$ cat src/rtl/umi_tx_serializer_if.sv
// ---------------------------------------------------------------------------
// umi_tx_serializer_if
// Bundles the packet-side and link-side handshake signals of the UMI TX
// serializer.
//   slave  : the serializer itself (accepts packets, drives link words)
//   master : the environment (offers packets, accepts link words)
// Signals:
//   umi_in_valid / umi_in_packet / umi_in_ready : PW-bit packet handshake
//   io_valid / io_data / io_first / io_last / io_ready : IOW-bit link handshake
//   busy : a packet is in flight
// ---------------------------------------------------------------------------
interface umi_tx_serializer_if #(
    parameter int PW  = 256,
    parameter int IOW = 64
);
    logic          umi_in_valid;
    logic [PW-1:0] umi_in_packet;
    logic          umi_in_ready;
    logic          io_valid;
    logic [IOW-1:0] io_data;
    logic          io_first;
    logic          io_last;
    logic          io_ready;
    logic          busy;

    modport slave (
        input  umi_in_valid,
        input  umi_in_packet,
        output umi_in_ready,
        output io_valid,
        output io_data,
        output io_first,
        output io_last,
        input  io_ready,
        output busy
    );

    modport master (
        output umi_in_valid,
        output umi_in_packet,
        input  umi_in_ready,
        input  io_valid,
        input  io_data,
        input  io_first,
        input  io_last,
        output io_ready,
        input  busy
    );
endinterface

$ cat src/rtl/umi_tx_serializer.sv
// ---------------------------------------------------------------------------
// umi_tx_serializer
// Splits a PW-bit UMI packet into N = PW/IOW link words, least-significant
// word first, with first/last markers and valid/ready flow control on both
// sides. A new packet can be accepted in the same cycle the last word of the
// current one handshakes, so back-to-back packets stream without a bubble.
// Ports:
//   clk    : clock
//   nreset : asynchronous active-low reset
//   bus    : umi_tx_serializer_if.slave (packet input, link output, busy)
// ---------------------------------------------------------------------------
module umi_tx_serializer #(
    parameter int PW  = 256,
    parameter int IOW = 64
) (
    input  logic                  clk,
    input  logic                  nreset,
    umi_tx_serializer_if.slave    bus
);

    localparam int N  = PW / IOW;
    localparam int BW = (N > 1) ? $clog2(N) : 1;
    localparam logic [BW-1:0] BEAT_LAST = BW'(N - 1);
    localparam logic [BW-1:0] BEAT_PENU = BW'((N > 1) ? N - 2 : 0);

    generate
        if ((PW % IOW) != 0 || N < 2) begin : g_illegal_cfg
            $error("umi_tx_serializer: PW must be an integer multiple of IOW with PW/IOW >= 2");
        end
    endgenerate

    typedef enum logic {
        IDLE = 1'b0,
        SEND = 1'b1
    } state_t;

    state_t         state;
    logic [PW-1:0]  shreg;
    logic [BW-1:0]  beat;
    logic           first_q;
    logic           last_q;

    logic           last_beat;
    logic           in_hs;

    assign last_beat = (beat == BEAT_LAST);

    // Ready is combinational from io_ready so the next packet can be taken
    // on the same edge the final word leaves.
    assign bus.umi_in_ready = (state == IDLE) | ((state == SEND) & last_beat & bus.io_ready);
    assign in_hs            = bus.umi_in_valid & bus.umi_in_ready;

    assign bus.io_valid = (state == SEND);
    assign bus.busy     = (state == SEND);
    assign bus.io_data  = (state == SEND) ? shreg[IOW-1:0] : '0;
    assign bus.io_first = first_q;
    assign bus.io_last  = last_q;

    always_ff @(posedge clk or negedge nreset) begin
        if (!nreset) begin
            state   <= IDLE;
            shreg   <= '0;
            beat    <= '0;
            first_q <= 1'b0;
            last_q  <= 1'b0;
        end else begin
            case (state)
                IDLE: begin
                    // io_ready is ignored here; only a new packet moves us on.
                    if (in_hs) begin
                        state   <= SEND;
                        shreg   <= bus.umi_in_packet;
                        beat    <= '0;
                        first_q <= 1'b1;
                        last_q  <= 1'b0;
                    end
                end
                SEND: begin
                    if (bus.io_ready) begin
                        if (last_beat) begin
                            if (in_hs) begin
                                shreg   <= bus.umi_in_packet;
                                beat    <= '0;
                                first_q <= 1'b1;
                                last_q  <= 1'b0;
                            end else begin
                                state   <= IDLE;
                                shreg   <= '0;
                                beat    <= '0;
                                first_q <= 1'b0;
                                last_q  <= 1'b0;
                            end
                        end else begin
                            shreg   <= shreg >> IOW;
                            beat    <= beat + 1'b1;
                            first_q <= 1'b0;
                            // Marker is registered one beat ahead so io_last
                            // comes straight from a flop.
                            last_q  <= (beat == BEAT_PENU);
                        end
                    end
                end
                default: begin
                    state <= IDLE;
                end
            endcase
        end
    end

endmodule

$ cat src/flat_wrapper.sv
// flat-port wrapper written by rule: the top's interface ports become plain ports
module umi_tx_serializer_flat 
#(
    parameter int PW  = 256,
    parameter int IOW = 64
)
  (clk, nreset, bus_umi_in_valid, bus_umi_in_packet, bus_umi_in_ready, bus_io_valid, bus_io_data, bus_io_first, bus_io_last, bus_io_ready, bus_busy);
  umi_tx_serializer_if #(.PW(PW), .IOW(IOW)) bus_i ();
  input  logic clk;
  input  logic nreset;
  input wire logic [$bits(bus_i.umi_in_valid)-1:0] bus_umi_in_valid;
  input wire logic [$bits(bus_i.umi_in_packet)-1:0] bus_umi_in_packet;
  output wire logic [$bits(bus_i.umi_in_ready)-1:0] bus_umi_in_ready;
  output wire logic [$bits(bus_i.io_valid)-1:0] bus_io_valid;
  output wire logic [$bits(bus_i.io_data)-1:0] bus_io_data;
  output wire logic [$bits(bus_i.io_first)-1:0] bus_io_first;
  output wire logic [$bits(bus_i.io_last)-1:0] bus_io_last;
  input wire logic [$bits(bus_i.io_ready)-1:0] bus_io_ready;
  output wire logic [$bits(bus_i.busy)-1:0] bus_busy;
  assign bus_i.umi_in_valid = bus_umi_in_valid;
  assign bus_i.umi_in_packet = bus_umi_in_packet;
  assign bus_umi_in_ready = bus_i.umi_in_ready;
  assign bus_io_valid = bus_i.io_valid;
  assign bus_io_data = bus_i.io_data;
  assign bus_io_first = bus_i.io_first;
  assign bus_io_last = bus_i.io_last;
  assign bus_i.io_ready = bus_io_ready;
  assign bus_busy = bus_i.busy;
  umi_tx_serializer #(.PW(PW), .IOW(IOW)) u_core (.clk(clk), .nreset(nreset), .bus(bus_i));
endmodule
$ cat config.mk
export PLATFORM = sky130hd
export DESIGN_NAME = umi_tx_serializer_flat
export DESIGN_NICKNAME = d
export VERILOG_FILES = /design/src/rtl/umi_tx_serializer_if.sv /design/src/rtl/umi_tx_serializer.sv /design/src/flat_wrapper.sv
export SDC_FILE = /design/constraint.sdc
export NUM_CORES = 1
export LEC_CHECK = 0
export ABC_AREA = 0
export BUFFER_PORTS_ARGS = -buffer_cell sky130_fd_sc_hd__clkbuf_2
export CORE_ASPECT_RATIO = 0.7
export CORE_MARGIN = 2
export CORE_UTILIZATION = 40
export CTS_CLUSTER_SIZE = 14
export DETAILED_ROUTE_END_ITERATION = 8
export SLEW_MARGIN = 5
export SYNTH_ARGS = -nofsm -noshare
export SYNTH_HDL_FRONTEND = slang
export SYNTH_SLANG_ARGS = --single-unit
export TNS_END_PERCENT = 100
$ cat constraint.sdc
create_clock -name clk -period 2 [get_ports clk]
set_input_delay 0.3 -clock clk [delete_from_list [all_inputs] [get_ports clk]]
set_output_delay 0.3 -clock clk [all_outputs]
set_load 0.01 [all_outputs]
==> qor.yml <==
syn_to_final_growth_pct: 46.2
core-area_um2: 27900
min_period_ps: 1970
min_from: "bus_umi_in_packet[122]"
start_util: 0.409
synth_area_um2: 11400
grt_overflow_total: 0
cts.sinks: 261
cts_tree: "done"
clkTransAtPathRegs_ps: 60
final_cell_mix: "clkbuf_2 (326), dfrtp_1 (260), dlygate4sd3_1 (225)"
required_ps: 1700
drive_above_1_share: 0.294
wl_um: 35200
antenna_found_initial: 2
ys_types: 23
hpwl_um: 21600
layout.nets: 1674
worst_clock_skew_ps: 11.0
timing.final.crit_share: 0.986
crit_start: "u_core.bus.busy"
r2r_start: "u_core.bus.busy"
cpPeakStageDelay_ps: 480
irDropWorstVdd_uv: 590
drt_iter0_markers: 793
syn_nets: 1165
die_h_um: 145
layout_commonest_cell: "clkbuf_2"
crit_path_cell_trace: "buf_4 > and2_1 > clkbuf_2"
worstSetupStartpointType: "flop"
clock_latency_ps: 530
clock.fmax_ghz: 0.507
grtUsageTotal: 0.224
power.leakage_uw: 0.00887
hold_path.class: "input port to flop"
dr.pass1.iters: 7
critPathTopFamily: "flip-flops"
slew_violations: 0
drc_errors: 0
rsz0062_at_grt: "true"
synth_top_area_frac: 0.572
cts_buffer_depth: 3
setup_ws_ps: 27.8
hold_violations: 0
postSynthCellCount: 903
ys_seq_area_frac: 0.572
synthAdderAreaFrac: 0.00219
slowest_stage: "dfrtp_2"
tightest_slew_ps: 715
vias: 9883
pin_count: 329
fp-row-count: 51
muxShareOfSynthArea: 0.00405
synth-simple-area-share: 0.143
setup_viol: 0
place_congestion: 0.790
synth_top_family_by_area: "compound AO/OA/AOI/OAI gates"
synth_xor_area_frac: 0.000767
crit_buf_inv: 2
p_per_area_nw_per_um2: 1260
dieArea_um2: 30000
grt_start_max_net_pins: 193
io_buffers: 328
vias_per_cell: 5.48
setup_tns_ps: 0
die_w_um: 206
synth-seq-cells: 261
worstSetupPathType: "flop to output port"
arrival_ps: 1670
grt_pass1_wl_um: 54200
synth-compound-area-share: 0.221
synth_area_leaders: "dfrtp_1 (57%), a221o_1 (17%), and3_1 (11%), a22o_1 (5.1%), and2_1 (3.5%)"
end_kind: "output port"
cts_buffers: 27
max_cap_violations: 0
syn_area_per_cell_um2: 12.7
status: "finished, final reports clean"
clockRootBuffer: "clkbuf_16"
cp_max_fo: 30
ys_warn_count: 0
drtAntennaViolNets: 0
synth_top_area_cell: "dfrtp_1"
timing.slew.headroom: 0.523
h-tree-depth: 1
dpl_worst_slack_ps: -14.4
wl_per_cell_um: 19.5
grt_pass1_vias: 9753
## path summary, 6_finish.rpt
| kind | depth (start not counted) | to | slack (ps) |
|---|---|---|---|
| min in group asynchronous | 2 | u_core.shreg[4] | 310 |
| max in group asynchronous | 3 | u_core.shreg[188] | 960 |
| hold reg to reg | 1 | u_core.bus.io_first | 480 |
| hold / removal | 2 | u_core.shreg[122] | 20 |
| setup / recovery | 3 | bus_io_data[18] | 30 |
| setup reg to reg | 4 | u_core.shreg[34] | 40 |
## cells in the mapped netlist
cell      number
a21boi_2       1
a21o_1         1
a221o_1      192
a22o_1        66
and2_1        64
and3_1       192
buf_2         53
buf_4          1
buf_6         22
clkbuf_1      32
clkbuf_2       1
dfrtp_1      261
ha_1           2
inv_1          3
mux2_2         1
mux2_4         1
mux2i_1        2
nand2_1        2
nor2_1         1
nor2b_1        2
o31ai_1        1
or2_2          1
xor2_1         1
## flip-flops by register name (all words and copies together), names as in the netlist
register and count:
u_core.bus.io_last 1, u_core.shreg 256, u_core.bus.busy 1, u_core.beat 2, u_core.bus.io_first 1
## routing by layer
| layer | GRT usage | share of wire | vias to the layer above |
|---|---|---|---|
| met1 | 0.329 | 0.46 | 4865 |
| li1 | - | - | 4619 |
| met5 | 0 | 0 | - |
| met3 | 0.0450 | 0.063 | 60 |
| met4 | 0.0646 | 0.026 | 0 |
| met2 | 0.337 | 0.45 | 339 |
## stage by stage
step           cells  utilization  total power (uW)  hold slack (ps)  area (um2)
3_3_place_gp    1527        0.477             14600              289       13300
4_1_cts         1800        0.596             21100            0.308       16600
6_report        1805        0.598             21100             16.5       16700
3_5_place_dp    1527        0.477             14800              298       13300
2_1_floorplan    903            -             12400             4.41       11400
5_1_grt         1805        0.598             22300             4.88       16700
## layout make-up
cell class / instances / area [um2]
Fill cell: 2260 / 11200
Sequential cell: 261 / 6530
Timing Repair Buffer: 588 / 4350
Multi-Input combinational cell: 531 / 4290
Clock buffer: 33 / 738
Tap cell: 371 / 464
Clock inverter: 16 / 315
Inverter: 3 / 11.3
Antenna cell: 2 / 5.00
## report_power, final
part	total, uW	switching, uW	internal [uW]
clock network	5910	2130	3780
registers	8380	1130	7250
logic	6790	3250	3540
total	21100	6500	14600
## what timing repair did
action / CTS / global route
cloned: 0 / 2
setup buffers: 0 / 1
hold buffers: 224 / 1
pin swaps: 0 / 2
resized for setup: 2 / 8
endpoints found under the setup margin: 32 / 165
endpoints found under the hold margin: 277 / 1
## logic make-up (layout without fill, tap and decap cells)
logic type | Yosys count | after routing
AOI/OAI and AO/OA | 261 | 261
xor gates and xnor gates | 1 | 1
adders and majority gates | 2 | 2
buffers and inverters | 112 | 640
DFF | 261 | 261
muxes | 4 | 4
other | 0 | 2
and+or+nand+nor | 262 | 263
(Power assumes the default switching activity.)
